File: config.mk
export PLATFORM = sky130hd
export DESIGN_NAME = adder_join_n
export DESIGN_NICKNAME = d
export VERILOG_FILES = /design/src/rtl/adder_join_pkg.sv /design/src/rtl/adder_tree_n.sv /design/src/rtl/adder_join_n.sv
export SDC_FILE = /design/constraint.sdc
export NUM_CORES = 1
export LEC_CHECK = 0
export CORE_MARGIN = 3
export CORE_UTILIZATION = 47
export DETAILED_ROUTE_END_ITERATION = 12
export GPL_TIMING_DRIVEN = 0
export PLACE_DENSITY = 0.85
export SKIP_CTS_REPAIR_TIMING = 1
export SYNTH_ARGS = -nofsm -noshare
export SYNTH_HDL_FRONTEND = slang
export SYNTH_HIERARCHICAL = 1
export SYNTH_SLANG_ARGS = --single-unit
File: constraint.sdc
create_clock -name clk -period 2.85 [get_ports clk]
set_input_delay 0.57 -clock clk [delete_from_list [all_inputs] [get_ports clk]]
set_output_delay 0.57 -clock clk [all_outputs]
set_load 0.01 [all_outputs]
File: src/rtl/adder_join_pkg.sv
// adder_join_pkg: shared FSM state type and sum-width helper for the N-input join adder
// Contents: join_state_t (S_IDLE/S_SEND/S_ACK), sum_width(width, n) = width + clog2(n)
package adder_join_pkg;

    typedef enum logic [1:0] {S_IDLE, S_SEND, S_ACK} join_state_t;

    function automatic int sum_width(input int width, input int n);
        return width + $clog2(n);
    endfunction

endpackage

File: src/rtl/adder_tree_n.sv
// adder_tree_n: combinational zero-extended unsigned sum of N packed WIDTH-bit operands
// Ports: ldata [N*WIDTH] operands (channel i at [i*WIDTH +: WIDTH]), sum [SW] full-precision sum
module adder_tree_n
    import adder_join_pkg::*;
#(
    parameter int WIDTH = 10,
    parameter int N     = 2,
    parameter int SW    = sum_width(WIDTH, N)
) (
    input  logic [N*WIDTH-1:0] ldata,
    output logic [SW-1:0]      sum
);

    always_comb begin
        sum = '0;
        for (int i = 0; i < N; i++)
            sum = sum + {{(SW-WIDTH){1'b0}}, ldata[i*WIDTH +: WIDTH]};
    end

endmodule

File: src/rtl/adder_join_n.sv
// adder_join_n: N-channel 4-phase join adder with wrap/saturate result and registered sum
// Ports: clk, rst_n (async active-low), lreq/lack [N] input handshakes, ldata [N*WIDTH] operands,
//        rreq/rack output handshake, rdata [WIDTH] registered sum,
//        ovf (only when ADDER_JOIN_OVF_EN is defined) registered overflow of the wide sum
module adder_join_n
    import adder_join_pkg::*;
#(
    parameter int WIDTH    = 10,
    parameter int N        = 2,
    parameter int SATURATE = 0
) (
    input  logic               clk,
    input  logic               rst_n,
    input  logic [N-1:0]       lreq,
    output logic [N-1:0]       lack,
    input  logic [N*WIDTH-1:0] ldata,
    output logic               rreq,
    input  logic               rack,
    output logic [WIDTH-1:0]   rdata
`ifdef ADDER_JOIN_OVF_EN
    ,
    output logic               ovf
`endif
);

    localparam int SW = sum_width(WIDTH, N);

    join_state_t      state;
    logic [SW-1:0]    sum;
    logic             over;
    logic [WIDTH-1:0] res;

    adder_tree_n #(.WIDTH(WIDTH), .N(N), .SW(SW)) u_tree (
        .ldata(ldata),
        .sum  (sum)
    );

    // any bit above WIDTH means the true sum does not fit in rdata
    assign over = |sum[SW-1:WIDTH];
    assign res  = (SATURATE != 0 && over) ? '1 : sum[WIDTH-1:0];

    always_ff @(posedge clk or negedge rst_n) begin
        if (!rst_n) begin
            state <= S_IDLE;
            rreq  <= 1'b0;
            lack  <= '0;
            rdata <= '0;
`ifdef ADDER_JOIN_OVF_EN
            ovf   <= 1'b0;
`endif
        end else begin
            case (state)
                S_IDLE: if (&lreq) begin
                    rdata <= res;
`ifdef ADDER_JOIN_OVF_EN
                    ovf   <= over;
`endif
                    rreq  <= 1'b1;
                    state <= S_SEND;
                end
                S_SEND: if (rack) begin
                    rreq  <= 1'b0;
                    lack  <= '1;
                    state <= S_ACK;
                end
                S_ACK: if (!rack && lreq == '0) begin
                    lack  <= '0;
                    state <= S_IDLE;
                end
                default: state <= S_IDLE;
            endcase
        end
    end

endmodule

==> impl_results.md <==
- Outcome: finished, final reports clean
- PortBufs: 37
- # IOs: 38
- CTS tree: built
- Leakage: between 0.6 and 0.7 nW
- Setup_tns: 0 ps
- Reg2reg end: rdata[4]
- Crit-path cells: clkdlybuf4s50_1 > ha_1 > and3_2 > a211oi_2 > nand2b_1 > a31oi_1 > xnor2_1 > mux2_2
- Die width: about 52 um
- Initial core utilization: between 50% and 60%
- Critical path class: in2reg
- Clock sink count: 14
- CP arrival: 2580 ps
- Share of cells above drive strength 1: between 15 and 20%
- Syn Inst Count: 89
- Max_slew headroom: ~60%
- Fin nets: 167
- Setup WS pre-CTS: between 100 and 150 ps
- Post-Syn Area: about 990 sq um
- Largest net degree at the start of global routing: 15
- Die area: roughly 2700 sq um
- Slowest cell on crit path: clkdlybuf4s50_1
- Finished Layout Cells: around 160
- Worst-path maximum fanout: 4
- Ant diodes: 0
- Crit path to: rdata[9]
- Number of synthesis warnings: 6
- Setup crit end kind: flip-flop
- Worst-Margin Slew: 605.1 ps
- Total power: ~0.98 mW
- DRC: 0
- Clock Tree Root: clkbuf_4
- Crit path buffers/inverters: 1
- Pre-antenna DRT Iters: 4
- Worst EP required: 3020 ps
- # rows: 15
- Worst-Skew Late Latency: around 280 ps
- Kind of cell adding the most delay to the critical path: compound AO/OA/AOI/OAI gates
- H-tree depth: 1
- Worst vdd ir: ~0.00070 V
- Power per cell area: just under 700 nW/um^2
- Worst-path clk slew: about 90 ps
- R2R setup slack: ~1400 ps
- Layout area overhead: 44.25%
- Clk_skew: around 5.5 ps
- Reg-to-Reg Start: state[0]
- Hold crit path type: reg2reg
- WP depth: 8
- Total Wirelength: approximately 2100 um
- Post-Place Cells: 151
- Startpoint types: primary input
- Vias in the first global route: approximately 850
- Max Cap Viol: 0
- Via count: between 800 and 900
- Max Fclk: about 0.41 GHz
- Max Slew Vio Count: 0
- Worst hold slack: around 510 ps
- Syn_nets: 125
- Total GRT Usage: between 10% and 20%
- Final WS setup: around 440 ps
- First-pass GRT wire length: 3650 um
- Max incr delay on CP: 410 ps
- Final min period: 2411 ps
- Vias per cell: roughly 5.2
- CP startpoint: ldata[3]
- Starting DRT DRC Count: 10
- RSZ-0062 raised after global routing: no
- Gpl congestion: 0.8204
- Final Cycle Share: 84.60%
- Remaining antenna violation count: 0
- Clock Tree Buf Depth: 2
- Wire per inst: 13.76 um
- Detail Placement HPWL: about 1700 um
- GRT overflow: 0
- Final Hold Vio Count: 0
- Antenna violations before repair: 0
- Core Region: ~1900 sq um
- Num CTS Buffers: 3
- Final setup fails: 0
- Mean area per synthesized cell: 11.12 sq um
- Chip Height: 51.89 um
- Worst R2R Path Depth: 3
-- where the power goes --
| group | total (mW) | leakage [nW] | internal [mW] | switching (mW) |
|---|---|---|---|---|
| Combinational | 0.474 | 0.432 | 0.303 | 0.171 |
| Clock | 0.144 | 0.0210 | 0.0778 | 0.0664 |
| Sequential | 0.357 | 0.163 | 0.289 | 0.0681 |
-- cells in the final DEF, fill, tap and decap left out, types with 2 or more instances in the layout --
master	count
o21ai_0	3
inv_1	5
dfrtp_1	14
nand3b_1	2
clkdlybuf4s50_1	37
ha_1	10
a21oi_1	6
and3_1	2
xor2_1	2
nor2_1	2
clkbuf_4	3
xnor2_1	6
nand2b_1	4
nand2_1	2
mux2_2	10
o21a_1	2
nor2b_1	2
-- sequential cells by signal (all words and copies together), names as in the netlist --
| signal | cells |
|---|---|
| lack | 1 |
| rdata | 10 |
| rreq | 1 |
| state | 2 |
-- through the flow --
stage,utilization (%),cell area [sq um]
global route,76.84,1428
global placement,74.88,1391
floorplan,-,989.7
detailed placement,74.88,1391
CTS,76.84,1428
finish,76.84,1428
-- metal layers --
layer,routed length [um],track usage (%)
met2,1014,29.50
met4,5,3.930
met1,959,23.19
met3,154,4.871
met5,0,0
-- worst register-to-register path: stages, from the launching register on --
cell      delay [ps]
dfrtp_1          480
nor4bb_4         350
buf_6            200
mux2_2           350
-- worst min-delay path by stage --
stage	slack, ps	cells after the start	startpoint	endpoint
2_1_floorplan	270	0	rst_n	lack[0]
3_3_place_gp	490	1	rreq	rreq
3_5_place_dp	500	1	rdata[2]	rdata[2]
4_1_cts	520	1	rdata[2]	rdata[2]
5_1_grt	520	1	rdata[2]	rdata[2]
6_report	510	1	rdata[2]	rdata[2]
-- final cells by class --
cell class	count	area (sq um)
buffer	2	18.77
clock buffer	4	36.28
fill	123	430.4
inverter	5	18.77
multi-input combinational	68	601.8
sequential	14	350.3
tap	25	31.28
timing repair buffer	37	370.4
(Power assumes the default switching activity.)
==> variant, RTL diff (same flow settings) <==
The option `ADDER_JOIN_OVF_EN` is turned on by a define.
--- a/src/rtl/adder_join_n.sv
+++ b/src/rtl/adder_join_n.sv
@@ -3,4 +3,6 @@
 //        rreq/rack output handshake, rdata [WIDTH] registered sum,
 //        ovf (only when ADDER_JOIN_OVF_EN is defined) registered overflow of the wide sum
+`define ADDER_JOIN_OVF_EN
+
 module adder_join_n
     import adder_join_pkg::*;
Check against the original RTL (old outputs only; new: ovf): equivalent (Yosys induction, for registers that start in step).
==> variant against the original RTL <==
Routed wire length is 10% higher; setup slack lost 0.059 ns; count of clock-buffer cells in the layout down 1; utilization decreased by 3.7 points; non-clock buffer count increased by 1; final cell count is 6.5% higher; largest cell class unchanged; synthesized area up 4.8%; final area is 3.6% higher; sequential share of layout area increased by 0.84 points; power is 6.9% higher; sequential cell count is 1 higher.
==> variant: results (changes against the original RTL) <==
fraction of final layout cells sized beyond drive strength 1 -> 0.174 (+0.0124)
net count of the mapped netlist -> 132 (+5.6%)
via count of the first global-routing pass -> 925 (+8.4%)
worst voltage drop across the vdd grid -> 0.000481 V (-31%)
total length of routed met3 wires -> 132 um (-14%)
latest clock arrival within the worst-skew pair -> 0.29 ns
setup slack after placement -> 0.0829 ns (-0.0569 ns)
pin count of the biggest net entering global routing -> 16 (+1)
worst path arrival time -> 2.65 ns (+0.07 ns)
initial DRC count -> 9 (-1)
Port-buffer cells -> 38 (+2.7%)
number of antenna violations at the first check in global routing -> 0 (unchanged)
largest registers -> rdata x10, state x2
Total Routed Length -> 2350 um (+10%)
count of warnings emitted by yosys -> 6 (unchanged)
final cell count without fillers -> 165 (+6.5%)
deepest level of the CTS H-tree -> 1 (unchanged)
sequential share of the synthesized area -> 0.362
remaining max-slew budget at the tightest pin -> 0.561 (-0.0343)
global-route wire length before repair -> 3760 um (+3.0%)
Detailed Routing Iterations Pass 1 -> 4 (unchanged)
top cells by area in the synthesized netlist -> sky130_fd_sc_hd__dfrtp_1 (36%), sky130_fd_sc_hd__mux2_2 (13%), sky130_fd_sc_hd__ha_1 (12%), sky130_fd_sc_hd__xnor2_1 (5.1%), sky130_fd_sc_hd__a21oi_1 (3.4%)
number of placed cells counting well taps -> 161 (+6.6%)
number of buffers added by the clock tree synthesis step -> 3 (unchanged)
clock slew at reported path FFs -> 0.09 ns (about the same)
half-perimeter wire length of the detailed placement result -> 1930 um (+13%)
DRC errors left -> 0 (unchanged)
met2 layer wire length in the routed design -> 1270 um (+26%)
global-route usage over all layers -> 0.186 (+0.00697)
vias post-DR -> 880 (+8.6%)
path class of the lowest-slack min-delay path -> reg -> reg
post-synthesis instance total -> 96 (+7.9%)
number of inserted diodes -> 0 (unchanged)
clock root buffer -> sky130_fd_sc_hd__clkbuf_4
leakage power -> 0.645 nW (+4.7%)
count of unique library cells instantiated by Yosys -> 29
Worst Clk Skew -> 0.00474 ns (-0.000769 ns)
GPL Wtd Cong -> 0.709 (-14%)
cell area after placement -> 0.00145 mm^2 (+4.3%)
uppermost signal routing layer after detailed routing -> met4
number of nets in the finished design -> 175 (+4.8%)
Longest Clk Path Bufs -> 2 (unchanged)
Async S/R FF share, synth -> 1.00
result of the run -> completed
Metal-1 WL -> 913 um (-4.8%)
Post-synth top cells -> sky130_fd_sc_hd__dfrtp_1 (15), sky130_fd_sc_hd__mux2_2 (12), sky130_fd_sc_hd__ha_1 (10), sky130_fd_sc_hd__a21oi_1 (7), sky130_fd_sc_hd__xnor2_1 (6)
crit path max fanout -> 2 (-2)
variant: metrics by stage:
stage | power [mW] | utilization
floorplan | 0.646 | -
global placement | 0.907 | 0.718
detailed placement | 0.929 | 0.718
CTS | 1.06 | 0.731
global route | 1.12 | 0.731
finish | 1.04 | 0.731
variant: critical path, cell delays in order:
cell and delay, ns:
sky130_fd_sc_hd__clkdlybuf4s50_1 0.46, sky130_fd_sc_hd__ha_1 0.17, sky130_fd_sc_hd__inv_1 0.06, sky130_fd_sc_hd__fa_1 0.39, sky130_fd_sc_hd__nor2b_1 0.15, sky130_fd_sc_hd__o21a_1 0.14
sky130_fd_sc_hd__a31o_1 0.20, sky130_fd_sc_hd__nor2_1 0.09, sky130_fd_sc_hd__xnor2_1 0.14, sky130_fd_sc_hd__mux2_2 0.26
variant: final timing paths:
check                      startpoint       end  slack [ns]  cells past startpoint
hold reg to reg              rdata[1]  rdata[1]        0.51                      1
min in group asynchronous       rst_n  rdata[5]        0.68                      1
setup reg to reg             state[1]  rdata[9]        1.52                      3
setup / recovery             ldata[0]  rdata[6]        0.38                     10
hold / removal               rdata[1]  rdata[1]        0.51                      1
max in group asynchronous       rst_n  state[0]        1.75                      1
variant: cells by family after synthesis:
family,after synthesis,synth area share
multiplexers,12,0.130
flip-flops,15,0.362
AO/OA/AOI/OAI,22,0.147
buffers and inverters,7,0.0362
AND/OR/NAND/NOR,21,0.117
adder cells (fa/ha/maj),11,0.140
XOR/XNOR,8,0.0676
variant: final cells by class:
type | instances | area (um^2)
sequential | 15 | 375
fill | 154 | 543
clock inverter | 1 | 5.00
clock buffer | 3 | 22.5
inverter | 5 | 18.8
tap | 27 | 33.8
timing repair buffer | 38 | 380
multi-input combinational | 74 | 624
buffer | 2 | 18.8
variant: where the power goes:
| part | internal [mW] | total, mW | switching (mW) |
|---|---|---|---|
| logic | 0.337 | 0.537 | 0.200 |
| registers | 0.314 | 0.382 | 0.0682 |
| clock network | 0.0522 | 0.123 | 0.0710 |
| total | 0.703 | 1.04 | 0.339 |
variant: routing by layer:
metal,vias to the layer above,track usage
met5,-,0
met4,0,0.0936
met3,4,0.0310
met2,29,0.349
met1,419,0.195
li1,428,-
